--- src/rtl/axis_sample_packer_if.sv ---
// AXI4-Stream bundle (tdata/tvalid/tready/tlast) shared by the packer's input and output sides.
// Latency: none, wires only.
// Backpressure: carries tready from the slave back to the master.
interface axis_sample_packer_if #(
    parameter int W = 64
) ();
    logic [W-1:0] tdata;
    logic         tvalid;
    logic         tready;
    logic         tlast;

    modport master (output tdata, output tvalid, output tlast, input  tready);
    modport slave  (input  tdata, input  tvalid, input  tlast, output tready);
endinterface

--- src/rtl/axis_sample_packer.sv ---
// Packs LANES narrow samples per 64-bit word and frames WORDS_PER_PKT words per packet (tlast on the last word).
// Latency: 1 cycle from the last sample of a word to the word appearing on the output.
// Backpressure: one complete word can park while the output is stalled; after that s_axis.tready drops until the output drains.
// Optional feature: define PACKER_FLUSH_EN so an input tlast closes the word early (zero-padded) and ends the packet.
module axis_sample_packer #(
    parameter int SAMPLE_W      = 16,
    parameter int LANES         = 4,
    parameter int WORDS_PER_PKT = 5
) (
    input  logic                     aclk,
    input  logic                     aresetn,
    axis_sample_packer_if.slave      s_axis,
    axis_sample_packer_if.master     m_axis,
    output logic [15:0]              pkt_count
);
    localparam int DATA_W = SAMPLE_W * LANES;
    localparam int LANE_W = (LANES > 1) ? $clog2(LANES) : 1;
    localparam int WCNT_W = (WORDS_PER_PKT > 1) ? $clog2(WORDS_PER_PKT) : 1;

    typedef enum logic {FILL, HOLD} state_t;

    state_t              state_q, state_d;
    logic                live_q;        // low until the first edge after reset release
    logic [LANE_W-1:0]   lane_q;
    logic [WCNT_W-1:0]   word_cnt_q;
    logic [DATA_W-1:0]   asm_q;         // word under assembly, or the parked word in HOLD
    logic                hold_flush_q;  // parked word was closed by an input tlast
    logic [DATA_W-1:0]   out_dat_q;
    logic                out_vld_q;
    logic                out_lst_q;

    logic                s_rdy;
    logic                accept;
    logic                drain;
    logic                out_free;
    logic                flush_req;
    logic                word_done;
    logic                load;
    logic                load_hold;
    logic                load_lst;
    logic [DATA_W-1:0]   merged;
    logic [DATA_W-1:0]   load_dat;

`ifdef PACKER_FLUSH_EN
    assign flush_req = accept && s_axis.tlast;
`else
    logic unused_tlast;
    assign unused_tlast = s_axis.tlast;
    assign flush_req    = 1'b0;
`endif

    assign s_axis.tready = s_rdy;
    assign m_axis.tdata  = out_dat_q;
    assign m_axis.tvalid = out_vld_q;
    assign m_axis.tlast  = out_lst_q;

    // Next state and datapath steering; ready depends only on registered state.
    always_comb begin
        state_d   = state_q;
        s_rdy     = live_q && (state_q == FILL);
        accept    = s_axis.tvalid && s_rdy;
        drain     = out_vld_q && m_axis.tready;
        out_free  = !out_vld_q || m_axis.tready;
        word_done = accept && ((lane_q == LANE_W'(LANES - 1)) || flush_req);
        merged    = asm_q;
        merged[lane_q * SAMPLE_W +: SAMPLE_W] = s_axis.tdata;
        load_hold = (state_q == HOLD) && drain;
        load      = (word_done && out_free) || load_hold;
        load_dat  = load_hold ? asm_q : merged;
        load_lst  = (load_hold ? hold_flush_q : flush_req) ||
                    (word_cnt_q == WCNT_W'(WORDS_PER_PKT - 1));
        case (state_q)
            FILL: if (word_done && !out_free) state_d = HOLD;
            HOLD: if (drain)                  state_d = FILL;
            default:                          state_d = FILL;
        endcase
    end

    // State register plus the post-reset enable for s_axis.tready.
    always_ff @(posedge aclk or negedge aresetn) begin
        if (!aresetn) begin
            state_q <= FILL;
            live_q  <= 1'b0;
        end else begin
            state_q <= state_d;
            live_q  <= 1'b1;
        end
    end

    // Lane fill, word assembly and parking of a complete word while the output is blocked.
    always_ff @(posedge aclk or negedge aresetn) begin
        if (!aresetn) begin
            lane_q       <= '0;
            asm_q        <= '0;
            hold_flush_q <= 1'b0;
        end else begin
            if (word_done) begin
                lane_q <= '0;
                asm_q  <= out_free ? '0 : merged;
                if (!out_free) hold_flush_q <= flush_req;
            end else if (accept) begin
                lane_q <= lane_q + 1'b1;
                asm_q  <= merged;
            end else if (load_hold) begin
                asm_q        <= '0;
                hold_flush_q <= 1'b0;
            end
        end
    end

    // Output register and packet framing; contents hold steady while stalled.
    always_ff @(posedge aclk or negedge aresetn) begin
        if (!aresetn) begin
            out_dat_q  <= '0;
            out_vld_q  <= 1'b0;
            out_lst_q  <= 1'b0;
            word_cnt_q <= '0;
        end else if (load) begin
            out_dat_q  <= load_dat;
            out_vld_q  <= 1'b1;
            out_lst_q  <= load_lst;
            word_cnt_q <= load_lst ? '0 : word_cnt_q + 1'b1;
        end else if (drain) begin
            out_vld_q  <= 1'b0;
        end
    end

    // Count packets leaving on the output (tlast handshakes), wrapping naturally.
    always_ff @(posedge aclk or negedge aresetn) begin
        if (!aresetn) begin
            pkt_count <= '0;
        end else if (drain && out_lst_q) begin
            pkt_count <= pkt_count + 16'd1;
        end
    end
endmodule

--- src/flat_wrapper.sv ---
// flat-port wrapper written by rule: the top's interface ports become plain ports
module axis_sample_packer_flat 
#(
    parameter int SAMPLE_W      = 16,
    parameter int LANES         = 4,
    parameter int WORDS_PER_PKT = 5
)
  (aclk, aresetn, pkt_count, s_axis_tdata, s_axis_tvalid, s_axis_tlast, s_axis_tready, m_axis_tdata, m_axis_tvalid, m_axis_tlast, m_axis_tready);
  axis_sample_packer_if #(.W(16)) s_axis_i ();
  axis_sample_packer_if #(.W(64)) m_axis_i ();
  input  logic aclk;
  input  logic aresetn;
  output logic [15:0] pkt_count;
  input wire logic [$bits(s_axis_i.tdata)-1:0] s_axis_tdata;
  input wire logic [$bits(s_axis_i.tvalid)-1:0] s_axis_tvalid;
  input wire logic [$bits(s_axis_i.tlast)-1:0] s_axis_tlast;
  output wire logic [$bits(s_axis_i.tready)-1:0] s_axis_tready;
  output wire logic [$bits(m_axis_i.tdata)-1:0] m_axis_tdata;
  output wire logic [$bits(m_axis_i.tvalid)-1:0] m_axis_tvalid;
  output wire logic [$bits(m_axis_i.tlast)-1:0] m_axis_tlast;
  input wire logic [$bits(m_axis_i.tready)-1:0] m_axis_tready;
  assign s_axis_i.tdata = s_axis_tdata;
  assign s_axis_i.tvalid = s_axis_tvalid;
  assign s_axis_i.tlast = s_axis_tlast;
  assign s_axis_tready = s_axis_i.tready;
  assign m_axis_tdata = m_axis_i.tdata;
  assign m_axis_tvalid = m_axis_i.tvalid;
  assign m_axis_tlast = m_axis_i.tlast;
  assign m_axis_i.tready = m_axis_tready;
  axis_sample_packer #(.SAMPLE_W(SAMPLE_W), .LANES(LANES), .WORDS_PER_PKT(WORDS_PER_PKT)) u_core (.aclk(aclk), .aresetn(aresetn), .s_axis(s_axis_i), .m_axis(m_axis_i), .pkt_count(pkt_count));
endmodule
--- config.mk ---
export PLATFORM = sky130hd
export DESIGN_NAME = axis_sample_packer_flat
export DESIGN_NICKNAME = d
export VERILOG_FILES = /design/src/rtl/axis_sample_packer_if.sv /design/src/rtl/axis_sample_packer.sv /design/src/flat_wrapper.sv
export SDC_FILE = /design/constraint.sdc
export NUM_CORES = 1
export LEC_CHECK = 0
export CORE_MARGIN = 2
export CORE_UTILIZATION = 50
export DETAILED_ROUTE_END_ITERATION = 16
export GPL_ROUTABILITY_DRIVEN = 0
export PLACE_DENSITY_LB_ADDON = 0.05
export SYNTH_ARGS = -nofsm -noshare
export SYNTH_HDL_FRONTEND = slang
export SYNTH_SLANG_ARGS = --single-unit
--- constraint.sdc ---
create_clock -name aclk -period 2.9 [get_ports aclk]
set_clock_uncertainty 0.05 [all_clocks]
set_input_delay 0.58 -clock aclk [delete_from_list [all_inputs] [get_ports aclk]]
set_output_delay 0.58 -clock aclk [all_outputs]
set_load 0.005 [all_outputs]
# ---- Word-level counts from Yosys, hierarchy flattened
# Index checks and enable logic that the tools add are counted.
# W data, S select, Z words.
dict set report classes {
  shifts 2
  eq_ne 4
  n_mux 19
  n_mul 0
  div 0
  n_reduce_logical 18
  n_lt_le_gt_ge 0
  add_sub_neg 4
  bitwise 1
}
# operator count
set ops {}
lappend ops {{$mux W64} 5}
lappend ops {{$bwmux W64} 1}
lappend ops {{$shift A16 B34 Y64 const A} 1}
lappend ops {{$shiftx A16 B34 Y64} 1}
lappend ops {{$neg A6 Y34} 1}
lappend ops {{$add A16 B1 Y16 const B} 1}
lappend ops {{$mux W1} 9}
lappend ops {{$logic_and A1 B1 Y1} 8}
lappend ops {{$reduce_bool A2 Y1} 3}
lappend ops {{$mux W2} 2}
lappend ops {{$ne A2 B2 Y1 const B} 2}
lappend ops {{$add A3 B1 Y3 const B} 1}
lappend ops {{$eq A3 B3 Y1 const B} 1}
lappend ops {{$logic_or A1 B1 Y1} 3}
lappend ops {{$mux W3} 1}
lappend ops {{$reduce_and A3 Y1} 1}
lappend ops {{$reduce_bool A3 Y1} 1}
lappend ops {{$add A2 B1 Y2 const B} 1}
lappend ops {{$eq A2 B2 Y1 const B} 1}
lappend ops {{$logic_not A1 Y1} 2}
lappend ops {{$pmux W1 S2} 1}
lappend ops {{$not A1 Y1} 1}
dict set report word_totals {
  mem_bits_rw 0
  regBits 154
  out_inout_bits 83
  inputBits 21
  word_cells 58
  latchBits 0
  mem_count 0
  romBits 0
}

# ---- Depth between registers and ports, before layout
dict set report depth {
  ltp_word 7
  ltp_mapped 10
  mapped_depth_nobuf 6
}

# ---- Least setup slack after synthesis
# No wires, ideal clock.
dict set report synth_timing {
  path_kind {register to register}
  start {register u_core.lane_q[0]}
  end {register u_core.out_dat_q[38] (netlist: u_core.m_axis.tdata[38])}
  required_ns 2.768
  path_stages_with_launch 10
  synth_period_minus_slack_ns 2.083
  path_buffers 3
  t_arrival_ns 1.951
  setup_ns 0.082
  setup_slack_ns 0.817
  path_cell_list {dfrtp_1 -> buf_2 -> inv_1 -> ha_1 -> buf_2 -> nand2b_1 -> nor3_2 -> buf_2 -> nand4_1 -> a31oi_1}
}
dict set report synth_between {
  elab_chain_len 4
  word_cells_on_any_way 9
  classes_between {add/sub (1); eq/ne (1); shift (2); mux (2); reduce/logical (3)}
}
# item line_no
set synth_rtl {}
lappend synth_rtl {{start, declared} axis_sample_packer.sv:24} ;# logic [LANE_W-1:0] lane_q;
lappend synth_rtl {{start signal, assigned} axis_sample_packer.sv:102} ;# lane_q <= lane_q + 1'b1;
lappend synth_rtl {{$neg A6 Y34 / $eq A2 B2 Y1 (equally long branches)} {axis_sample_packer.sv:66, axis_sample_packer.sv:64}}
lappend synth_rtl {{$shiftx A16 B34 Y64 (tied with other cells)} axis_sample_packer.sv:66} ;# merged[lane_q * SAMPLE_W +: SAMPLE_W] = s_axis.tdata;
lappend synth_rtl {{$bwmux W64 / $logic_and A1 B1 Y1 (equally long branches)} {axis_sample_packer.sv:66, axis_sample_packer.sv:68}}
lappend synth_rtl {{$mux W64 / $logic_or A1 B1 Y1 (equally long branches)} {axis_sample_packer.sv:69, axis_sample_packer.sv:68}}
lappend synth_rtl {{end signal, assigned} axis_sample_packer.sv:119} ;# out_dat_q <= load_dat;
lappend synth_rtl {{end, declared} axis_sample_packer.sv:28} ;# logic [DATA_W-1:0] out_dat_q;
# Several ways; a longest one is shown, not always the timed one.
# A chain may end at the register's enable or synchronous reset.

# ---- Final worst setup path
dict set report layout_timing {
  start {register u_core.lane_q[0]}
  end {register u_core.out_dat_q[18] (netlist: u_core.m_axis.tdata[18])}
}
# Same word-level chain as after synthesis.

==> impl_metrics.yaml <==
outcome:
  status: "finished clean"
timing:
  post-route-min-period_ns: 2.719
  rsz0062_at_grt: "false"
  timing.final.max_slew_violations: 0
  hold_violations: 0
  fmax_mhz: 367.8
  setup_ws_ns: 0.1811
  worst_slew_pin_slew_ns: 1.070
  relSlewSlack_pct: 28.37
  fin_setup_tns_ns: 0
  setup_viol: 0
  period_share_pct: 93.76
synthesis:
  yosysSeqAreaShare_pct: 56.05
  syn_area_per_cell_sq_um: 10.36
  synth_warnings: 0
  synth-edff-count: 0
  yosysTopAreaCell: "dfrtp_1"
  synth_area_sq_um: 6830
  yosys.area.top_type_share_pct: 56.05
  ys.flop_type: "dfrtp_1"
  synth.distinct_cells: 55
  synth.most_common_cell: "dfrtp_1"
  synth_common_cells: "dfrtp_1, nor2_1, nand2_1, nand3_1"
  synth-async-reset-ratio_pct: 100.0
  synthesis.instances: 659
  synth_area_leaders: "dfrtp_1, nor2_1, a22o_1"
  ys_seq_elements: 153
  syn-num-nets: 688
setup_path:
  crit_top_cell: "nor2_1"
  cp.required_ns: 3.20
  path_class: "flip-flop to flip-flop"
  critPathCaptureType: "flip-flop"
  r2r_cells: 6
  critical-path-slowest-cell: "nor2_1"
  path_cells: "inv_1, ha_1, nand4b_1, nor2_1, a221oi_1, nor2_1"
  crit_family: "simple AND/OR/NAND/NOR gates"
  cp_num_buf_inv: 1
  cp.arrival_ns: 3.02
  worstSetupStartpointType: "flip-flop"
  cp.depth: 6
  critical_path.max_stage_delay_ns: 0.84
  path_max_fanout: 14
global_routing:
  grt_pass1_wl_microns: 28630
  track_usage_pct: 25.21
  grt_pass1_vias: 5395
  grt.overflow.total: 0
  antenna_found_initial: 0
  grt_max_degree: 65
clocking:
  root_buffer: "clkbuf_16"
  cts.htree.levels: 4
  clkLatencyLatePin_ns: 0.42
  path_clk_slew_ns: 0.06
  hold_buffers: 0
  clock_path_buffers: 2
  cts_buffers: 17
  cts.repair.resized: 0
  post_cts_buffers: 0
  cts_tree: "yes"
  cts.sinks: 153
final_layout:
  final_layout_size_suffix_gt1_share_pct: 9.631
  fin_util_pct: 65.13
  insertedDiodeCount: 0
  multiInputGateArea_sq_um: 2669
  design_area_sq_um: 8660
  syn_to_final_growth_pct: 26.78
  num-fill-cells: 1046
  nets: 774
  register_area_sq_um: 3829
floorplan:
  pin_count: 104
  dieArea_sq_um: 14610
  coreArea_sq_um: 13300
  die_h_microns: 120.9
  die_x_microns: 120.9
  initial_core_util_pct: 51.37
  rows: 42
drt:
  num_vias: 5550
  detailedRoute.firstPassIterationCount: 6
  wl_microns: 17620
  drt_first_iter_violations: 421
  routed_via_density: 5.942
  drc: 0
  ant_nets: 0
  wire_per_inst_microns: 18.86
power:
  p_leak_nw: 3.761
  swShare_pct: 32.06
  seq_power_share_pct: 38.5
  p_sw_mw: 2.710
  power_frac_clock_pct: 28.6
  ir_drop_uv: 555.7
  internal-power_mw: 5.743
  power_per_cell_area_nw_per_um2: 976.1
  combPwrFrac_pct: 33.0
place:
  dpl.hpwl_microns: 11760
  pre_cts_ws_ns: 0.05576
  port_buffers: 102
  place_area_sq_um: 8008
worst_hold_path:
  worstHoldPathType: "input pin to async pin"
job:
  drv_cap: 0
[stage by stage]
stage               hold slack, ns  total power, mW  instances
global route                0.1213            8.922        934
global placement            0.4126            5.959        902
detailed placement          0.4169            6.046        902
floorplan                   0.2344            4.653        659
CTS                         0.1111            8.491        934
finish                     0.08812            8.453        934
[worst paths after layout]
path                                             startpoint                                  end  slack (ns)
setup / recovery               u_core.lane_q[0]$_DFFE_PN0P_  u_core.m_axis.tdata[18]$_DFFE_PN0P_        0.18
setup reg to reg               u_core.lane_q[0]$_DFFE_PN0P_  u_core.m_axis.tdata[18]$_DFFE_PN0P_        0.18
hold reg to reg            u_core.pkt_count[15]$_DFFE_PN0P_     u_core.pkt_count[15]$_DFFE_PN0P_        0.42
hold / removal                                      aresetn     u_core.pkt_count[11]$_DFFE_PN0P_        0.09
min in group aclk          u_core.pkt_count[15]$_DFFE_PN0P_     u_core.pkt_count[15]$_DFFE_PN0P_        0.42
max in group asynchronous                           aresetn         u_core.lane_q[1]$_DFFE_PN0P_        1.98
[sequential cells by signal, summed over array words and instances, names as in the netlist]
name / count
u_core.asm_q: 64
u_core.m_axis.tdata: 64
u_core.pkt_count: 16
u_core.word_cnt_q: 3
u_core.lane_q: 2
u_core.live_q: 1
u_core.m_axis.tlast: 1
u_core.m_axis.tvalid: 1
u_core.state_q: 1
[power by group through the flow]
stage,registers [mW],clock network (mW),logic [mW]
after floorplan,3.18,0,1.47
after global placement,3.24,0,2.72
after detailed placement,3.27,0,2.78
after CTS,3.24,2.44,2.80
after global routing,3.32,2.53,3.07
final,3.25,2.41,2.79
[layout by cell type (no fill, tap or decap), types with 5 or more instances in the layout]
cell,synthesis,layout
and2_1,14,14
a21oi_1,19,19
nor3_1,6,6
a31oi_1,34,34
o21ai_0,7,7
a221o_1,14,14
nor2_1,82,82
ha_1,8,8
buf_4,3,21
nand2_1,71,71
clkbuf_8,0,6
dfrtp_1,153,153
inv_1,8,8
a22o_1,31,31
or3_1,5,5
clkdlybuf4s50_1,0,101
nand3_1,39,39
a22oi_1,14,14
xnor2_1,12,12
a221oi_1,14,14
clkbuf_16,0,17
nand4_1,23,23
[final cells by class]
cell class	instances	share of cell area, %
clock buffer	26	5.996
clock inverter	6	1.532
inverter	8	0.3468
multi-input combinational	438	30.82
sequential	153	44.21
tap	176	2.543
timing repair buffer	127	14.55
[layer usage]
metal,track usage (%),vias to the layer above,routed length (microns)
met1,35.60,2815,8022
met5,0,-,0
li1,-,2526,-
met3,4.370,26,934
met4,8.721,0,303
met2,39.57,183,8355
[kinds of logic after synthesis]
kind of cell / after synthesis / share of synthesized area [%]
other cells: 1 / 0.05490
buf+inv: 68 / 4.872
xor+xnor: 15 / 1.923
fa+ha+maj: 8 / 1.466
mux: 3 / 0.4580
flops: 153 / 56.05
simple gates: 265 / 18.78
compound gates: 146 / 16.40
Note: power is estimated with default switching activity, not from simulation.
